File: config.mk
export PLATFORM = sky130hd
export DESIGN_NAME = imm_gen_pipe
export DESIGN_NICKNAME = d
export VERILOG_FILES = /design/src/rtl/imm_gen_pipe.sv
export SDC_FILE = /design/constraint.sdc
export NUM_CORES = 1
export LEC_CHECK = 0
export CORE_MARGIN = 2
export CORE_UTILIZATION = 40
export CTS_CLUSTER_DIAMETER = 200
export DETAILED_ROUTE_END_ITERATION = 16
export PLACE_DENSITY_LB_ADDON = 0.25
export SYNTH_ARGS = -nofsm -noshare
export SYNTH_HDL_FRONTEND = slang
export SYNTH_SLANG_ARGS = --single-unit
File: constraint.sdc
create_clock -name clk -period 7.33 [get_ports clk]
set_input_delay 1.0995 -clock clk [delete_from_list [all_inputs] [get_ports clk]]
set_output_delay 1.0995 -clock clk [all_outputs]
set_load 0.02 [all_outputs]
File: src/rtl/imm_gen_pipe.sv
// Registered immediate generator: decodes the instruction format, builds the XLEN-wide
// immediate and pc+imm target, and queues results in a 2-entry elastic buffer.
module imm_gen_pipe #(
  parameter int unsigned XLEN     = 32,
  parameter bit          RV64_OPS = 1'b1
) (
  input  logic            clk,
  input  logic            rst,
  input  logic            flush,
  input  logic            in_valid,
  output logic            in_ready,
  input  logic [31:0]     in_instr,
  input  logic [XLEN-1:0] in_pc,
  output logic            out_valid,
  input  logic            out_ready,
  output logic [XLEN-1:0] out_imm,
  output logic [XLEN-1:0] out_target,
  output logic [2:0]      out_fmt,
  output logic            out_illegal
);

  localparam int unsigned DEPTH = 2;
  localparam bit RV64_EN = RV64_OPS && (XLEN == 64);

  localparam logic [6:0] OPC_LOAD     = 7'b0000011;
  localparam logic [6:0] OPC_JALR     = 7'b1100111;
  localparam logic [6:0] OPC_OP_IMM   = 7'b0010011;
  localparam logic [6:0] OPC_OP_IMM32 = 7'b0011011;
  localparam logic [6:0] OPC_STORE    = 7'b0100011;
  localparam logic [6:0] OPC_BRANCH   = 7'b1100011;
  localparam logic [6:0] OPC_LUI      = 7'b0110111;
  localparam logic [6:0] OPC_AUIPC    = 7'b0010111;
  localparam logic [6:0] OPC_JAL      = 7'b1101111;
  localparam logic [6:0] OPC_SYSTEM   = 7'b1110011;
  localparam logic [6:0] OPC_OP       = 7'b0110011;
  localparam logic [6:0] OPC_OP32     = 7'b0111011;

  localparam logic [2:0] FMT_R   = 3'd0;
  localparam logic [2:0] FMT_I   = 3'd1;
  localparam logic [2:0] FMT_S   = 3'd2;
  localparam logic [2:0] FMT_B   = 3'd3;
  localparam logic [2:0] FMT_U   = 3'd4;
  localparam logic [2:0] FMT_J   = 3'd5;
  localparam logic [2:0] FMT_Z   = 3'd6;
  localparam logic [2:0] FMT_ILL = 3'd7;

  logic [6:0]      opcode;
  logic [2:0]      funct3;
  logic            is_shift;
  logic [XLEN-1:0] imm_i, imm_s, imm_b, imm_u, imm_j, shamt, shamt_w, zimm;
  logic [XLEN-1:0] dec_imm, dec_target;
  logic [2:0]      dec_fmt;

  assign opcode   = in_instr[6:0];
  assign funct3   = in_instr[14:12];
  assign is_shift = (funct3 == 3'b001) || (funct3 == 3'b101);

  // Per-format immediate candidates; the decode below only selects among them
  assign imm_i   = XLEN'($signed(in_instr[31:20]));
  assign imm_s   = XLEN'($signed({in_instr[31:25], in_instr[11:7]}));
  assign imm_b   = XLEN'($signed({in_instr[31], in_instr[7], in_instr[30:25], in_instr[11:8], 1'b0}));
  assign imm_u   = XLEN'($signed({in_instr[31:12], 12'b0}));
  assign imm_j   = XLEN'($signed({in_instr[31], in_instr[19:12], in_instr[20], in_instr[30:21], 1'b0}));
  assign shamt   = (XLEN == 64) ? XLEN'(in_instr[25:20]) : XLEN'(in_instr[24:20]);
  assign shamt_w = XLEN'(in_instr[24:20]);
  assign zimm    = XLEN'(in_instr[19:15]);

  // Format decode; anything not matched stays illegal with a zero immediate
  always_comb begin
    dec_imm = '0;
    dec_fmt = FMT_ILL;
    if (in_instr[1:0] == 2'b11) begin
      case (opcode)
        OPC_LOAD, OPC_JALR: begin dec_fmt = FMT_I; dec_imm = imm_i; end
        OPC_OP_IMM:         begin dec_fmt = FMT_I; dec_imm = is_shift ? shamt : imm_i; end
        OPC_OP_IMM32: begin
          if (RV64_EN) begin
            dec_fmt = FMT_I;
            dec_imm = is_shift ? shamt_w : imm_i;
          end
        end
        OPC_STORE:          begin dec_fmt = FMT_S; dec_imm = imm_s; end
        OPC_BRANCH:         begin dec_fmt = FMT_B; dec_imm = imm_b; end
        OPC_LUI, OPC_AUIPC: begin dec_fmt = FMT_U; dec_imm = imm_u; end
        OPC_JAL:            begin dec_fmt = FMT_J; dec_imm = imm_j; end
        OPC_SYSTEM: begin
          dec_fmt = funct3[2] ? FMT_Z : FMT_I;
          dec_imm = funct3[2] ? zimm : '0;
        end
        OPC_OP:   dec_fmt = FMT_R;
        OPC_OP32: dec_fmt = RV64_EN ? FMT_R : FMT_ILL;
        default:  dec_fmt = FMT_ILL;
      endcase
    end
  end

  assign dec_target = in_pc + dec_imm;

  logic [XLEN-1:0] mem_imm [DEPTH];
  logic [XLEN-1:0] mem_tgt [DEPTH];
  logic [2:0]      mem_fmt [DEPTH];
  logic            wr_ptr, rd_ptr;
  logic [1:0]      count;
  logic            push, pop;

  assign in_ready  = (count != 2'd2);
  assign out_valid = (count != 2'd0);
  assign push      = in_valid && in_ready;
  assign pop       = out_valid && out_ready;

  // Elastic buffer; reset also clears storage so the head reads as zero afterwards
  always_ff @(posedge clk) begin
    if (rst) begin
      count  <= 2'd0;
      wr_ptr <= 1'b0;
      rd_ptr <= 1'b0;
      for (int i = 0; i < DEPTH; i++) begin
        mem_imm[i] <= '0;
        mem_tgt[i] <= '0;
        mem_fmt[i] <= FMT_R;
      end
    end else if (flush) begin
      count  <= 2'd0;
      wr_ptr <= 1'b0;
      rd_ptr <= 1'b0;
    end else begin
      if (push) begin
        mem_imm[wr_ptr] <= dec_imm;
        mem_tgt[wr_ptr] <= dec_target;
        mem_fmt[wr_ptr] <= dec_fmt;
        wr_ptr          <= ~wr_ptr;
      end
      if (pop) begin
        rd_ptr <= ~rd_ptr;
      end
      case ({push, pop})
        2'b10:   count <= count + 2'd1;
        2'b01:   count <= count - 2'd1;
        default: count <= count;
      endcase
    end
  end

  assign out_imm     = mem_imm[rd_ptr];
  assign out_target  = mem_tgt[rd_ptr];
  assign out_fmt     = mem_fmt[rd_ptr];
  assign out_illegal = (mem_fmt[rd_ptr] == FMT_ILL);

endmodule

==> results of run 1 <==
cell usage after synthesis, types with 6 or more instances:
master,instances
nand3_1,6
xnor2_1,13
o211ai_1,6
mux2_2,67
edfxtp_1,134
ha_1,32
nor3_1,15
clkbuf_1,22
and2_1,11
a21oi_1,57
inv_1,34
nand4_1,7
xor2_1,21
nand2_1,47
and3_1,12
a21o_1,8
nand2b_1,6
nor2_1,150
o21ai_0,18
layer usage:
layer	vias to the layer above	wire [um]	global-route usage, %
met5	-	0	0
met4	0	366	5.44
met3	22	1240	3.79
met2	211	10200	33.3
met1	3048	10100	28.7
li1	3002	-	-
power breakdown:
part | internal, uW | switching [uW]
Sequential | 908 | 8.66
Combinational | 134 | 170
Clock | 545 | 329
Total | 1590 | 508
worst paths after layout:
kind | startpoint | to | depth (start not counted)
worst max-delay path | in_instr[2] | mem_tgt[1][30] | 15
worst max register to register | count[0] | mem_imm[0][15] | 5
worst min-delay path | rd_ptr | flop | 2
worst min register to register | rd_ptr | flop | 2
area by class of cell:
type                       count  share of cell area (%)
tap                          265                    3.22
clock inverter                10                    1.38
multi-input combinational    555                    35.8
timing repair buffer         145                    13.9
sequential                   139                    40.0
inverter                      34                    1.24
clock buffer                  22                    4.41
metrics by stage:
stage / hold WS (ns) / instance area, um2 / utilization, %
CTS: 0.557 / 10300 / 52.4
finish: 0.551 / 10300 / 52.4
detailed placement: 0.539 / 9700 / 49.4
global route: 0.597 / 10300 / 52.4
global placement: 0.527 / 9700 / 49.4
floorplan: 0.520 / 8060 / -
registers in the layout, indices dropped and copies added (netlist names), named ones only:
| name | count |
|---|---|
| count | 2 |
| mem_fmt | 6 |
| mem_imm | 64 |
| mem_tgt | 64 |
| rd_ptr | 1 |
| wr_ptr | 1 |
worst min-delay path: stages (launching register included):
cell and delay [ns]:
dfxtp_1 0.32, xnor2_1 0.14, nor3_1 0.05
cells by family (layout without fill, tap and decap cells):
| family | Yosys count | in the layout | synth area share [%] |
|---|---|---|---|
| multiplexers | 68 | 68 | 9.48 |
| AND/OR/NAND/NOR | 278 | 278 | 15.6 |
| AO/OA/AOI/OAI | 141 | 141 | 11.5 |
| adder cells (fa/ha/maj) | 33 | 33 | 5.21 |
| flip-flops | 139 | 139 | 51.1 |
| buffers and inverters | 64 | 211 | 3.21 |
| XOR/XNOR | 35 | 35 | 3.89 |
cell usage in the layout (no fill, tap or decap), types with 3 or more instances in the layout:
| cell | netlist | layout |
|---|---|---|
| inv_1 | 34 | 34 |
| clkbuf_16 | 0 | 17 |
| a211oi_1 | 4 | 4 |
| nor3_1 | 15 | 15 |
| nand2_1 | 47 | 47 |
| ha_1 | 32 | 32 |
| a21o_1 | 8 | 8 |
| buf_4 | 0 | 7 |
| o21bai_1 | 3 | 3 |
| clkinvlp_4 | 0 | 4 |
| nor2b_1 | 5 | 5 |
| xor2_1 | 21 | 21 |
| o211ai_1 | 6 | 6 |
| clkbuf_1 | 22 | 4 |
| o21ai_1 | 5 | 5 |
| a31oi_1 | 5 | 5 |
| and2_1 | 11 | 11 |
| nand4_1 | 7 | 7 |
| or2_2 | 4 | 4 |
| a222oi_1 | 4 | 4 |
| dfxtp_1 | 5 | 4 |
| nand2b_1 | 6 | 4 |
| xnor2_1 | 13 | 13 |
| mux2_2 | 67 | 67 |
| and3_1 | 12 | 12 |
| edfxtp_1 | 134 | 134 |
| bufinv_16 | 0 | 3 |
| a21oi_1 | 57 | 57 |
| nand3_1 | 6 | 6 |
| clkdlybuf4s50_1 | 0 | 138 |
| o21ai_0 | 18 | 18 |
| o21a_1 | 4 | 4 |
| nor2_1 | 150 | 150 |
| o21ai_2 | 3 | 3 |
==> metrics, run 1 <==
final non-filler cell total 1170; Slew Limit Fails 0; Tot GR Track Use 20.6%; Root Driver clkbuf_16; footprint of the multi-input gates 0.00369 mm2; CP max-delay cell nor2b_1; vias per cell 5.37; post-DP HPWL 15.9 mm; vias in the first global route 6140; layout overhead on the synthesized area 27.7%; die span in y 146 um; Final nets 994; drt pass-1 iters 4; Worst slew margin 31.0%; Post-Syn Instances 758; first-pass GRT wire length 34.1 mm; maxcap violations 0; TritonCTS clock tree done; GP Congestion 0.891; final worst setup slack 2.09 ns; RSZ-0062 raised after global routing no; Clock Latency Late Sink 0.42 ns; required time worst endpoint 7.47 ns; EDFF count, synth 134; Cell variety after synth 66; Worst-Margin Slew 1.03 ns; DRC 0; Worst-path clk slew 0.06 ns; Synth top area share 49.9%; IO Count 139; DRT iter0 DRCs 513; Clock Skew 0.00792 ns; Yosys top cell by area edfxtp_1; synth warn 0; crit path DAT 5.38 ns; post-synthesis sequential area ratio 51.1%; Placed Cells 1138; final hold vios 0; top_reg_cell synth edfxtp_1; Hold/Removal Path Class reg -> reg; syn_area_per_cell 10.6 um2; Final Setup Violations 0; status complete, no violations; PwrDens 203 mW/mm2; Design Power 2100 uW; drt wl/cell 18.7 um; clk sink count 139; die width 146 um; TNS Setup 0 ns; hold_buf cts 0; n_diodes 0; filler cell count 1825; R2R Setup Slk 4.21 ns; Post-CTS Setup Inserts 0; I/O Buffers 138; startpoint types primary input; total gr overflow 0; CP top delay family simple AND/OR/NAND/NOR gates; critical path class in -> reg; post-synth net total 860; DR vias 6283; Max rail drop VDD 0.199 mV; Die Footprint 0.0213 mm2; ratio of cells with drive above 1 in the final layout 14.1%; CP Cell Sequence clkdlybuf4s50_1 -> inv_1 -> a21oi_1 -> nor2b_1 -> and2_1 -> a21oi_1 -> inv_1 -> ha_1 -> nand4_1 -> nor2_1 -> a221oi_2 -> o211ai_1 -> o221ai_1 -> xor2_1 -> nor2_1; Buf/Inv on CP 3; leakage 0.00401 uW; initial antenna violation count 0; CP endpoint kind flop; FF/Latch Area 0.00413 mm2; DP Worst Slack 1.74 ns; total CTS buffers 17; CORE AREA 0.0197 mm2; ys async rst share 0%; CTS Buffer Depth 2; CP peak stage delay 0.71 ns; CTS H-tree lvls 4; Period minus WS final 5.24 ns; FMAX 191 MHz; period utilization 71.4%; Starting Density 41.0%; Row Count 51; WL final 21.9 mm; post_cts resized 0; #FFs+latches synth 139; Synth area leaders edfxtp_1 (50%), mux2_2 (9.4%), nor2_1 (7.0%); largest net degree at the start of global routing 68; Mapped Area 0.00806 mm2; Post-DRT Antenna Nets 0; maximum fanout along the worst path 15
(Power assumes the default switching activity.)
==> run 2: changes to the inputs <==
Clock period 7.33 ns to 5.3 ns, I/O delays scaled along.
==> metrics, run 2 (synthesis results as in run 1) <==
CP max-delay cell a222oi_1; Most Used Layer, Global Route met2; met3 Track Usage GR 3.29%; TritonCTS clock tree done; initial antenna violation count 0; CTS H-tree lvls 4; n_diodes 0; final hold vios 0; Switching Fraction 24.5%; largest net degree at the start of global routing 63; leakage 0.00403 uW; Period minus WS final 4.49 ns; crit path DAT 4.64 ns; required time worst endpoint 5.45 ns; Design Power 2900 uW; Clock Latency Late Sink 0.43 ns; Post-DRT Antenna Nets 0; CP endpoint kind flop; clock share of power 41.6%; DRC 0; Final Setup Violations 0; die span in y 146 um; Hold WS 0.545 ns; vias per cell 5.35; CP Cell Sequence clkdlybuf4s50_1 -> nor2_1 -> and4bb_1 -> a222oi_1 -> inv_1 -> ha_1 -> a211oi_1 -> nor3_1 -> o2111ai_1 -> nand3_1 -> a221oi_2 -> xor2_1 -> nor2_1; Worst slew margin 38.4%; Regs by FF count mem_imm (64), mem_tgt (64), mem_fmt (6); DRT iter0 DRCs 637; Hold/Removal Path Class reg -> reg; status complete, no violations; Starting Density 41.0%; met2 global-route usage 32.1%; CP peak stage delay 0.71 ns; CP top delay family compound AO/OA/AOI/OAI gates; CORE AREA 0.0197 mm2; Die Footprint 0.0213 mm2; Int Pwr 2190 uW; Tot GR Track Use 20.2%; hold_buf cts 0; Post-CTS Setup Inserts 0; total CTS buffers 17; sequential share of power 43.9%; Worst-Margin Slew 0.915 ns; Worst-path clk slew 0.06 ns; first-pass GRT wire length 33.3 mm; startpoint types primary input; commonest non-fill, non-tap cell in the layout nor2_1; most frequent cells in the layout nor2_1 (150), clkdlybuf4s50_1 (138), edfxtp_1 (134); critical path class in -> reg; filler cell count 1793; GP Congestion 0.952; Psw 709 uW; crit-path most repeated cell nor2_1; clk sink count 139; DR vias 6269; part of the power in combinational logic 14.5%; Row Count 51; Slew Limit Fails 0; IO Count 139; Max rail drop VDD 0.211 mV; vias in the first global route 6087; TNS Setup 0 ns; WL final 21.5 mm; die width 146 um; ratio of cells with drive above 1 in the final layout 14.3%; Post-Route Utilization 52.6%; layout overhead on the synthesized area 28.2%; total gr overflow 0; FMAX 223 MHz; post-DP HPWL 15.7 mm; Buf/Inv on CP 2; post_cts resized 0; I/O Buffers 138; PwrDens 280 mW/mm2; Clock Skew 0.0137 ns; maximum fanout along the worst path 8; Final nets 995; drt pass-1 iters 5; R2R Setup Slk 2.39 ns; period utilization 84.7%; drt wl/cell 18.4 um; maxcap violations 0; CTS Buffer Depth 2; Root Driver clkbuf_16; met1 Use GR 28.6%; RSZ-0062 raised after global routing no
==> run 2: cell count changes in the layout (fill, tap and decap cells not counted), sizes merged <==
cell,before,now
clkbuf,22,19
buf,7,8
clkinv,2,6
clkinvlp,4,3
==> run 2: area by class of cell <==
cell class / count / area (um2) / share of cell area [%]
clock buffer: 19 / 433 / 4.19
clock inverter: 13 / 169 / 1.63
inverter: 34 / 128 / 1.23
multi-input combinational: 555 / 3690 / 35.7
sequential: 139 / 4130 / 39.9
tap: 265 / 332 / 3.21
timing repair buffer: 146 / 1470 / 14.2
==> run 2: path summary, 6_finish.rpt <==
check | start | end | cells past startpoint
setup reg to reg | count[0] | mem_tgt[1][25] | 7
hold reg to reg | rd_ptr | flop | 2
hold / removal | rd_ptr | flop | 2
setup / recovery | in_instr[3] | mem_tgt[0][27] | 13
==> run 2: metrics by stage <==
step / instances / instance area [um2] / setup slack, ns
finish: 1171 / 10300 / 0.809
global route: 1171 / 10300 / 0.540
detailed placement: 1139 / 9740 / 0.437
CTS: 1171 / 10300 / 0.860
floorplan: 758 / 8060 / 1.54
global placement: 1139 / 9740 / 0.507
==> run 2: worst min-delay path, cell delays in order, from the launching register on <==
cell and delay, ns:
dfxtp_1 0.33, xnor2_1 0.13, nor3_1 0.05
==> run 2: power by group through the flow <==
stage                     registers [uW]  logic (uW)  clock network, uW
after floorplan                     1290         232                  0
after global placement              1290         422                  0
after detailed placement            1290         420                  0
after CTS                           1270         422               1220
after global routing                1270         451               1270
final                               1270         420               1210
==> run 2: per-layer routing <==
metal	wire [um]	vias up
met4	294	0
met3	1370	19
met2	9950	244
met1	9900	2997
met5	0	-
li1	-	3009
